### src/rtl/sync_pkg.sv
// Shared helpers for Gray-pointer clock-domain crossing: Gray/binary
// conversion, single-bit step check and synchroniser depth limits.
package sync_pkg;

    localparam int unsigned STAGES_MIN = 2;
    localparam int unsigned STAGES_MAX = 4;
    localparam int unsigned PTR_MAX_W  = 32;

    // Operates on the widest supported pointer; zero upper bits leave the
    // low-order result unchanged, so callers zero-extend and cast back.
    function automatic logic [PTR_MAX_W-1:0] gray2bin(input logic [PTR_MAX_W-1:0] g);
        logic [PTR_MAX_W-1:0] b;
        b[PTR_MAX_W-1] = g[PTR_MAX_W-1];
        for (int i = PTR_MAX_W - 2; i >= 0; i--) begin
            b[i] = b[i+1] ^ g[i];
        end
        return b;
    endfunction

    function automatic logic one_bit_step(input logic [PTR_MAX_W-1:0] a,
                                          input logic [PTR_MAX_W-1:0] b);
        return ($countones(a ^ b) <= 1);
    endfunction

endpackage

### src/rtl/sync_gray_ptr.sv
// Synchronises a foreign-domain Gray pointer into rd_clk, converts it to binary
// and flags any multi-bit step seen at the output.
module sync_gray_ptr
    import sync_pkg::*;
#(
    parameter int unsigned ADDR   = 4,
    parameter int unsigned STAGES = 2
) (
    input  logic            rd_clk,
    input  logic            rst,
    input  logic [ADDR:0]   gr_ptr_in,
    input  logic            err_clr,
    output logic [ADDR:0]   sync_gr_ptr,
    output logic [ADDR:0]   sync_bin_ptr,
    output logic            ptr_upd,
    output logic            ptr_err
);

    localparam int unsigned PTR_W = ADDR + 1;

    if (STAGES < STAGES_MIN || STAGES > STAGES_MAX || PTR_W > PTR_MAX_W) begin : gen_bad_param
        $error("sync_gray_ptr: STAGES must be in 2..4 and ADDR+1 must not exceed 32");
    end

    for (genvar i = 0; i < STAGES; i++) begin : gen_sync
        logic [PTR_W-1:0] stage_d;
        (* async_reg = "true" *) logic [PTR_W-1:0] stage_q;

        if (i == 0) begin : gen_first
            assign stage_d = gr_ptr_in;
        end else begin : gen_next
            assign stage_d = gen_sync[i-1].stage_q;
        end

        always_ff @(posedge rd_clk) begin
            if (rst) begin
                stage_q <= '0;
            end else begin
                stage_q <= stage_d;
            end
        end
    end

    logic [PTR_W-1:0] sync_last;
    assign sync_last = gen_sync[STAGES-1].stage_q;

    logic [PTR_W-1:0] gr_d, gr_q;
    logic [PTR_W-1:0] bin_d, bin_q;
    logic             upd_d, upd_q;
    logic             err_d, err_q;
    logic             illegal_step;

    always_comb begin
        gr_d         = sync_last;
        bin_d        = PTR_W'(gray2bin(PTR_MAX_W'(sync_last)));
        upd_d        = (sync_last != gr_q);
        illegal_step = !one_bit_step(PTR_MAX_W'(sync_last), PTR_MAX_W'(gr_q));
        err_d        = err_q;
        // A new illegal step takes priority over a simultaneous clear.
        if (illegal_step) begin
            err_d = 1'b1;
        end else if (err_clr) begin
            err_d = 1'b0;
        end
    end

    always_ff @(posedge rd_clk) begin
        if (rst) begin
            gr_q  <= '0;
            bin_q <= '0;
            upd_q <= 1'b0;
            err_q <= 1'b0;
        end else begin
            gr_q  <= gr_d;
            bin_q <= bin_d;
            upd_q <= upd_d;
            err_q <= err_d;
        end
    end

    assign sync_gr_ptr  = gr_q;
    assign sync_bin_ptr = bin_q;
    assign ptr_upd      = upd_q;
    assign ptr_err      = err_q;

endmodule

### config.mk
export PLATFORM = sky130hd
export DESIGN_NAME = sync_gray_ptr
export DESIGN_NICKNAME = d
export VERILOG_FILES = /design/src/rtl/sync_pkg.sv /design/src/rtl/sync_gray_ptr.sv
export SDC_FILE = /design/constraint.sdc
export NUM_CORES = 1
export LEC_CHECK = 0
export CAP_MARGIN = 20
export CORE_AREA = 2 2 47 49
export CTS_CLUSTER_SIZE = 12
export DETAILED_ROUTE_END_ITERATION = 12
export DIE_AREA = 0 0 49 51
export PLACE_DENSITY = 0.67
export SYNTH_ARGS = -nofsm -noshare
export SYNTH_HDL_FRONTEND = slang
export SYNTH_SLANG_ARGS = --single-unit
export TNS_END_PERCENT = 10
### constraint.sdc
create_clock -name rd_clk -period 1.9 [get_ports rd_clk]
set_clock_uncertainty 0.15 [all_clocks]
set_input_delay 0.19 -clock rd_clk [delete_from_list [all_inputs] [get_ports rd_clk]]
set_output_delay 0.19 -clock rd_clk [all_outputs]
set_load 0.03 [all_outputs]
==> results.yml <==
cells_and_area:
  n_antenna_cell: 0
  ff_latch_area_um2: 428
  finalNonFillerCells: 116
  finalCoreUtilization: 0.504
  final_cell_area_um2: 1040
  filler_cell_count: 201
  combined_area_of_the_multi_input_logic_cells_um2: 313
  design.final.nets: 100
  flow.area_growth_from_synthesis_pct: 40.4
  drive_gt1_frac: 0.182
sta:
  final.period_utilization: 0.982
  final_critical_path_setup_slack_ns: 0.0336
  final-setup-viol-count: 0
  min_period_ns: 1.87
  timing.slew.headroom: 0.781
  report.final.slew_viol_count: 0
  worstMarginPinSlew_ns: 0.327
  hold_viol: 0
  clock.fmax_mhz: 536
  grt_setup_unrepaired: "true"
  fin_tns_setup_ns: 0
  timing.hold.ws_ns: 0.272
global_route:
  pin_count_of_the_biggest_net_entering_global_routing: 14
  number_of_antenna_violations_at_the_first_check_in_global_routing: 0
  wire_length_of_the_first_global_routing_pass_um: 1850
  gr-usage-all-layers: 0.101
  globalRoute.totalOverflow: 0
  vias_in_the_first_global_route: 460
setup_path:
  crit_path_start_kind: "flop"
  worst_r2r_startpoint: "sync_gr_ptr[0]"
  data_arrival_time_of_the_critical_path_ns: 1.96
  worst_setup_path_end_kind: "flop"
  worstSetupPathType: "reg -> reg"
  timing.critical_path.required_ns: 1.99
  worstSetupStartpoint: "sync_gr_ptr[0]"
  path_max_fanout: 2
pwr:
  switching_share: 0.258
  netSwitchingPower_mw: 0.217
  combPwrFrac: 0.176
  static_leak_nw: 0.432
  total_internal_power_mw: 0.623
  power.density_cell_area_nw_per_um2: 808
  power.sequential.fraction: 0.566
  p_total_mw: 0.840
  clock_power_share: 0.258
  vdd.ir_drop.worst_uv: 554
die:
  die_area_um2: 2500
  die_width_um: 49
  number_of_cell_rows: 17
  io-pin-count: 20
  placeableCoreArea_um2: 2060
  die-height_um: 51
  start_util: 0.359
drt:
  count_of_vias_placed_by_the_detailed_router: 466
  iteration_count_of_the_initial_detailed_routing_pass: 1
  drt-initial-drc-count: 0
  detail_route.drc_violations: 0
  wl_per_cell_um: 9.21
  detail_route.vias_per_cell: 4.02
  antenna_left: 0
  totalWireLength_um: 1070
clock_tree:
  hold_buffers: 0
  path_clk_slew_ns: 0.12
  clockRootBuffer: "clkbuf_4"
  htree_num_levels: 1
  clock_latency_ns: 0.30
  cts_buffer_depth: 2
  numCtsBuffers: 3
  tritoncts: "built"
  cts.sink_count: 21
place:
  numPlacedInstances: 111
  port_buffers: 19
  gp_congestion: 0.708
  total_half_perimeter_wirelength_after_legalization_and_detailed_placement_um: 826
  dpl_worst_slack_ns: -0.0171
  dpl-instance-area_um2: 980
synthesis:
  synth-main-ff-cell: "dfxtp_1"
  number_of_enable_flip_flop_cells_after_synthesis: 0
  post_synth.cell_area_avg_um2: 11.6
  post_synth_instance_area_um2: 741
  yosys.cell_count.top_type: "dfxtp_1"
  synth.top_cells.by_count: "dfxtp_1, nor2b_1, nor2_1, xor2_1"
  syn-num-nets: 75
  instance_count_of_the_mapped_netlist: 64
  async_flop_share: 0
  yosys_register_bits: 21
  ys_top_cells_by_area: "dfxtp_1, nor2b_1, xor2_1"
  post_synth_num_cell_types: 15
  ys.warnings.count: 0
  largest_area_contributor_in_the_netlist: "dfxtp_1"
  netlist.area_leader.share: 0.568
  synth.yosys.seq_area_share: 0.568
outcome:
  run_status: "completed"
hold_path:
  min-delay-path-class: "in -> reg"
  hold_start: "gr_ptr_in[0]"
flow_run:
  drv.max_cap_violation_count: 0
## power groups by stage
stage                     sequential (mW)  combinational [mW]  clock (mW)
after CTS                           0.475               0.150       0.226
after global routing                0.479               0.161       0.243
after detailed placement            0.485               0.147           0
after global placement              0.483               0.143           0
after floorplan                     0.515              0.0588           0
final                               0.475               0.148       0.217
## routing by layer
layer	wire, um	up-vias	track usage
met4	10	0	0.0286
li1	-	242	-
met1	434	209	0.104
met2	558	13	0.178
met3	63	2	0.0556
met5	0	-	0
## sequential cells by signal (all words and copies together), names as in the netlist
| signal | count |
|---|---|
| gen_sync.stage_q | 10 |
| sync_gr_ptr | 5 |
| sync_bin_ptr | 4 |
| ptr_err | 1 |
| ptr_upd | 1 |
## cell usage in the layout, fill, tap and decap left out, types with 2 or more instances in the layout
cell type	count
dfxtp_1	17
xnor2_1	2
inv_1	3
clkbuf_4	3
xor2_1	2
buf_4	4
nor2_1	7
dfxtp_2	3
clkdlybuf4s50_1	19
ha_1	2
nor2b_1	15
xor2_2	2
## critical path, stage by stage (launching register included)
cell and delay (ns):
dfxtp_4 0.37, xnor2_2 0.17, inv_1 0.08, fa_1 0.46
ha_1 0.30, inv_2 0.03, o221a_1 0.19, nor2_1 0.08
## path summary, 6_finish.rpt
check,cells after the start,endpoint,slack [ns]
hold / removal,2,gen_sync[0].stage_q[0],0.27
setup / recovery,7,ptr_err,0.03
hold reg to reg,1,gen_sync[1].stage_q[0],0.30
setup reg to reg,7,ptr_err,0.03
## area by class of cell
| type | count | share of cell area |
|---|---|---|
| clock buffer | 3 | 0.0217 |
| clock inverter | 1 | 0.00602 |
| inverter | 4 | 0.0144 |
| multi-input combinational | 36 | 0.301 |
| sequential | 21 | 0.412 |
| tap | 28 | 0.0337 |
| timing repair buffer | 23 | 0.212 |
## cell families after synthesis
logic type	after synthesis	share of synthesized area
buf+inv	7	0.0405
flops	21	0.568
fa+ha+maj	3	0.0608
compound gates	2	0.0237
simple gates	22	0.162
xor+xnor	9	0.145
## repair_timing
action,in CTS,in global routing
endpoints found under the hold margin,0,0
setup endpoints to repair,1,1
gates resized for setup,3,1
buffers inserted,1,0
pin swaps,2,3
No activity file was read; power rests on OpenSTA's default activity.
